$ cat config.mk
export PLATFORM = sky130hd
export DESIGN_NAME = axi_cfg_sequencer
export DESIGN_NICKNAME = d
export VERILOG_FILES = /design/src/rtl/axi_cfg_sequencer.sv
export SDC_FILE = /design/constraint.sdc
export NUM_CORES = 1
export LEC_CHECK = 0
export ABC_CLOCK_PERIOD_IN_PS = 10400
export CORE_MARGIN = 2
export CORE_UTILIZATION = 45
export DETAILED_ROUTE_END_ITERATION = 8
export GPL_TIMING_DRIVEN = 0
export HOLD_SLACK_MARGIN = 0.1
export PLACE_DENSITY = 0.79
export SLEW_MARGIN = 0
export SYNTH_ARGS = -nofsm -noshare
export SYNTH_HDL_FRONTEND = slang
export SYNTH_SLANG_ARGS = --single-unit
$ cat constraint.sdc
create_clock -name clk -period 10.4 [get_ports clk]
set_input_delay 1.56 -clock clk [delete_from_list [all_inputs] [get_ports clk]]
set_output_delay 1.56 -clock clk [all_outputs]
set_load 0.02 [all_outputs]
$ cat src/rtl/axi_cfg_sequencer.sv
// AXI4-Lite master: writes config registers 1..CFG_WORDS, triggers via register 0,
// then polls the status register until DONE_CODE appears or POLL_LIMIT reads expire.
module axi_cfg_sequencer #(
  parameter int         DATA_WIDTH   = 32,
  parameter int         ADDR_WIDTH   = 32,
  parameter int         CFG_WORDS    = 4,
  parameter int         STATUS_INDEX = 5,
  parameter logic [2:0] DONE_CODE    = 3'b100,
  parameter int         POLL_GAP     = 8,
  parameter int         POLL_LIMIT   = 1024
) (
  input  logic                            clk,
  input  logic                            areset,
  input  logic                            start_i,
  input  logic [CFG_WORDS*DATA_WIDTH-1:0] cfg_data_i,
  output logic                            busy_o,
  output logic                            done_o,
  output logic                            err_o,
  output logic [1:0]                      err_code_o,
  output logic [2:0]                      status_o,
  output logic [ADDR_WIDTH-1:0]           awaddr_o,
  output logic                            awvalid_o,
  input  logic                            awready_i,
  output logic [DATA_WIDTH-1:0]           wdata_o,
  output logic [3:0]                      wstrb_o,
  output logic                            wvalid_o,
  input  logic                            wready_i,
  input  logic [1:0]                      bresp_i,
  input  logic                            bvalid_i,
  output logic                            bready_o,
  output logic [ADDR_WIDTH-1:0]           araddr_o,
  output logic                            arvalid_o,
  input  logic                            arready_i,
  input  logic [DATA_WIDTH-1:0]           rdata_i,
  input  logic                            rvalid_i,
  output logic                            rready_o
);

  localparam int IW = $clog2(CFG_WORDS + 1);
  localparam int PW = $clog2(POLL_LIMIT + 1);
  localparam int GW = (POLL_GAP > 1) ? $clog2(POLL_GAP) : 1;
  localparam logic [IW-1:0]         LAST_IDX    = IW'(CFG_WORDS);
  localparam logic [PW-1:0]         POLL_MAX    = PW'(POLL_LIMIT);
  localparam logic [GW-1:0]         GAP_LAST    = GW'((POLL_GAP > 0) ? POLL_GAP - 1 : 0);
  localparam logic [ADDR_WIDTH-1:0] STATUS_ADDR = ADDR_WIDTH'(STATUS_INDEX * 4);

  typedef enum logic [2:0] {
    IDLE, WR, WR_RESP, POLL_AR, POLL_R, POLL_WAIT, FINISH
  } state_t;

  state_t                          r_state;
  logic [CFG_WORDS*DATA_WIDTH-1:0] r_shadow;
  logic [IW-1:0]                   r_index;
  logic [PW-1:0]                   r_poll_cnt;
  logic [GW-1:0]                   r_gap_cnt;

  logic [IW-1:0] w_index_nxt;
  logic [PW-1:0] w_poll_nxt;
  logic          w_aw_done;
  logic          w_w_done;
  logic          w_unused;

  assign w_index_nxt = r_index + 1'b1;
  assign w_poll_nxt  = r_poll_cnt + 1'b1;
  assign w_aw_done   = !awvalid_o || awready_i;
  assign w_w_done    = !wvalid_o || wready_i;
  assign w_unused    = &{1'b0, rdata_i[DATA_WIDTH-1:3]};

  // The shadow is a shift register: its low word is always the next config word to send.
  always_ff @(posedge clk or posedge areset) begin
    if (areset) begin
      r_state    <= IDLE;
      r_shadow   <= '0;
      r_index    <= '0;
      r_poll_cnt <= '0;
      r_gap_cnt  <= '0;
      busy_o     <= 1'b0;
      done_o     <= 1'b0;
      err_o      <= 1'b0;
      err_code_o <= 2'd0;
      status_o   <= 3'd0;
      awaddr_o   <= '0;
      awvalid_o  <= 1'b0;
      wdata_o    <= '0;
      wstrb_o    <= 4'h0;
      wvalid_o   <= 1'b0;
      bready_o   <= 1'b0;
      araddr_o   <= '0;
      arvalid_o  <= 1'b0;
      rready_o   <= 1'b0;
    end else begin
      case (r_state)
        IDLE: begin
          if (start_i) begin
            r_shadow   <= cfg_data_i >> DATA_WIDTH;
            r_index    <= IW'(1);
            r_poll_cnt <= '0;
            err_code_o <= 2'd0;
            busy_o     <= 1'b1;
            awaddr_o   <= ADDR_WIDTH'(4);
            wdata_o    <= cfg_data_i[DATA_WIDTH-1:0];
            wstrb_o    <= 4'hF;
            awvalid_o  <= 1'b1;
            wvalid_o   <= 1'b1;
            r_state    <= WR;
          end
        end
        WR: begin
          if (awready_i) awvalid_o <= 1'b0;
          if (wready_i)  wvalid_o  <= 1'b0;
          if (w_aw_done && w_w_done) begin
            bready_o <= 1'b1;
            r_state  <= WR_RESP;
          end
        end
        WR_RESP: begin
          if (bvalid_i) begin
            bready_o <= 1'b0;
            if (bresp_i != 2'd0) begin
              err_code_o <= 2'd1;
              err_o      <= 1'b1;
              busy_o     <= 1'b0;
              r_state    <= FINISH;
            end else if (r_index == '0) begin
              araddr_o  <= STATUS_ADDR;
              arvalid_o <= 1'b1;
              r_state   <= POLL_AR;
            end else if (r_index < LAST_IDX) begin
              r_index   <= w_index_nxt;
              awaddr_o  <= ADDR_WIDTH'(w_index_nxt) << 2;
              wdata_o   <= r_shadow[DATA_WIDTH-1:0];
              r_shadow  <= r_shadow >> DATA_WIDTH;
              awvalid_o <= 1'b1;
              wvalid_o  <= 1'b1;
              r_state   <= WR;
            end else begin
              r_index   <= '0;
              awaddr_o  <= '0;
              wdata_o   <= DATA_WIDTH'(1);
              awvalid_o <= 1'b1;
              wvalid_o  <= 1'b1;
              r_state   <= WR;
            end
          end
        end
        POLL_AR: begin
          if (arready_i) begin
            arvalid_o <= 1'b0;
            rready_o  <= 1'b1;
            r_state   <= POLL_R;
          end
        end
        POLL_R: begin
          if (rvalid_i) begin
            rready_o   <= 1'b0;
            status_o   <= rdata_i[2:0];
            r_poll_cnt <= w_poll_nxt;
            if (rdata_i[2:0] == DONE_CODE) begin
              done_o  <= 1'b1;
              busy_o  <= 1'b0;
              r_state <= FINISH;
            end else if (w_poll_nxt == POLL_MAX) begin
              err_code_o <= 2'd2;
              err_o      <= 1'b1;
              busy_o     <= 1'b0;
              r_state    <= FINISH;
            end else if (POLL_GAP == 0) begin
              arvalid_o <= 1'b1;
              r_state   <= POLL_AR;
            end else begin
              r_gap_cnt <= '0;
              r_state   <= POLL_WAIT;
            end
          end
        end
        POLL_WAIT: begin
          if (r_gap_cnt == GAP_LAST) begin
            arvalid_o <= 1'b1;
            r_state   <= POLL_AR;
          end else begin
            r_gap_cnt <= r_gap_cnt + 1'b1;
          end
        end
        FINISH: begin
          done_o  <= 1'b0;
          err_o   <= 1'b0;
          r_state <= IDLE;
        end
        default: r_state <= IDLE;
      endcase
    end
  end

endmodule

==> results_dict.tcl <==
set metrics [dict create \
    status "complete, but fails checks" \
    violations "design-rule violations" \
    clock_latency_ns 0.43 \
    cts.hold.buffers_added 0 \
    worstPathMaxFanout 10 \
    tightest_slew_ns 0.771 \
    drc 12 \
    grt-ovfl-total 0 \
    antenna_found_initial 0 \
    dr.pass1.iters 9 \
    synth-async-reset-ratio_pct 100 \
    synth_fa_ha_area_share_pct 0.752 \
    min_period_ns 3.44 \
    end_kind "flop" \
    rows 49 \
    final_cell_mix "clkdlybuf4s50_1, dfrtp_1, nand2_1" \
    num_vias 7190 \
    finalHoldViolCount 0 \
    ir_drop_mv 0.145 \
    clk_pin_slew_ns 0.06 \
    maxCapViolCount 0 \
    worstPathRequired_ns 10.74 \
    drive_gt1_share_pct 11.6 \
    areaGrowthSynthToFinish_pct 37.6 \
    fin_crit_sh_pct 33.1 \
    numCtsBuffers 17 \
    fmax_mhz 291 \
    path_cells "clkdlybuf4s50_1 -> mux2i_1 -> nor3_2 -> and2_1 -> buf_2 -> buf_1 -> nor2_1 -> a21oi_1" \
    cp_slowest_cell "nor3_2" \
    cp-start-kind "input pin" \
    synth_top_family_by_area "simple AND/OR/NAND/NOR gates" \
    grtUsageTotal_pct 24.1 \
    place_congestion 0.900 \
    root_buffer "clkbuf_16" \
    diodes 0 \
    rsz0062_at_grt "no" \
    min_path_type "reg2reg" \
    drt_wl_total_um 23200 \
    synth.distinct_cells 58 \
    leakage_nw 5.49 \
    final_util_pct 63.3 \
    start_util_pct 46.0 \
    crit_type "in2reg" \
    cts_num_sinks 163 \
    cts_tree "done" \
    final_nets 1338 \
    die_h_um 140 \
    synthMuxAreaShare_pct 8.31 \
    routed_via_density 5.12 \
    worst_slack_ns 6.96 \
    io_buffer_count 193 \
    skew_ns 0.00927 \
    synth_cells 892 \
    ys_seq_area_share_pct 49.0 \
    dieArea_mm2 0.0196 \
    dpl.hpwl_um 17400 \
    htree_levels 4 \
    slowest_delay_ns 0.55 \
    arrival_ns 3.78 \
    relSlewSlack_pct 48.6 \
    core_mm2 0.0181 \
    synth-simple-area-share_pct 17.6 \
    synth-seq-cells 163 \
    post_cts_buffers 0 \
    cts_resized 0 \
    grt_pass1_wl_um 37000 \
    grt_max_degree 129 \
    report.final.slew_viol_count 0 \
    setup_viol 0 \
    synth_area_mm2 0.00832 \
    post_synth_xor_area_fraction_pct 0.526 \
    synth-compound-area-share_pct 13.7 \
    place_ws_ns 6.49 \
    avgRoutedWirePerCell_um 16.5 \
    ys.flop_type "dfrtp_1" \
    clock_path_buffers 2 \
    grt_pass1_vias 7065 \
    yosysWarningCount 0 \
    powerDensity_mw_per_mm2 276 \
    dr.first_iter.drc_count 529 \
    finalSetupTns_ns 0 \
    die_w_um 140 \
    power_mw 3.16 \
    antenna_left 0 \
    syn_area_per_cell_um2 9.33 \
    pin_count 283 \
    synth-edff-count 0 \
    layout_commonest_cell "clkdlybuf4s50_1" \
]
[Yosys cell counts, types with 5 or more instances]
cell / n / area [um2]
nand2_1: 158 / 593
o21ai_1: 35 / 175
clkbuf_1: 29 / 109
nor3b_1: 34 / 255
buf_6: 8 / 90.1
buf_4: 68 / 510
dfrtp_1: 163 / 4080
ha_1: 5 / 62.6
nor2_1: 52 / 195
o21ai_0: 62 / 310
mux2i_1: 68 / 681
buf_2: 10 / 50.1
a21oi_1: 72 / 360
nand3_1: 38 / 190
inv_1: 13 / 48.8
[metal layers]
metal / track usage, % / part of all wire [%] / wire, um / up-vias
met5: 0 / 0 / 0 / -
met4: 8.83 / 2.8 / 647 / 0
met3: 4.48 / 6.1 / 1410 / 38
met2: 38.4 / 48 / 11000 / 287
met1: 33.0 / 44 / 10100 / 3375
li1: - / - / - / 3490
[worst paths after layout]
check | cells after the start | startpoint | slack, ns | endpoint
setup / recovery | 8 | start_i | 6.96 | wdata_o[19]
hold / removal | 2 | r_shadow[78] | 0.46 | r_shadow[78]
setup reg to reg | 7 | r_poll_cnt[0] | 7.98 | r_state[0]
hold reg to reg | 2 | r_shadow[78] | 0.46 | r_shadow[78]
max in group asynchronous | 3 | areset | 8.02 | wdata_o[3]
min in group asynchronous | 2 | areset | 1.49 | err_code_o[0]
[final cells by class]
cell class | count | area [um2]
tap | 229 | 287
buffer | 122 | 790
sequential | 163 | 4080
inverter | 13 | 56.3
clock buffer | 18 | 429
clock inverter | 14 | 225
multi-input combinational | 652 | 3620
timing repair buffer | 194 | 1960
fill | 1515 | 6640
[metrics by stage]
stage	std cells	area [um2]	hold WS [ns]
after global routing	1405	11400	0.488
after floorplan	950	8540	0.437
after CTS	1405	11400	0.469
after global placement	1372	10800	0.448
final	1405	11400	0.464
after detailed placement	1373	10800	0.455
[flip-flops by register name (all words and copies together), names as in the netlist, 2 cells and up]
name / cells
r_state: 3
wdata_o: 32
status_o: 3
err_code_o: 2
r_gap_cnt: 3
awaddr_o: 3
r_poll_cnt: 11
r_shadow: 96
[cells by family after synthesis]
kind of cell	count (synthesis)
adders and majority gates	5
and+or+nand+nor	312
other	1
muxes	69
AOI/OAI and AO/OA	202
DFF	163
xor gates and xnor gates	5
buffers and inverters	135
[where the power goes]
part / total, mW / leakage, nW / switching, mW / internal [mW]
sequential: 1.09 / 2.00 / 0.170 / 0.918
clock: 0.697 / 0.308 / 0.267 / 0.430
combinational: 1.38 / 3.18 / 0.787 / 0.591
total: 3.16 / 5.49 / 1.22 / 1.94
[critical path, delay by kind of cell]
| family | cells | cell delay [ns] |
|---|---|---|
| muxes | 1 | 0.10 |
| buffers and inverters | 3 | 1.09 |
| and+or+nand+nor | 3 | 0.88 |
| AOI/OAI and AO/OA | 1 | 0.16 |
No activity file was read; power rests on OpenSTA's default activity.
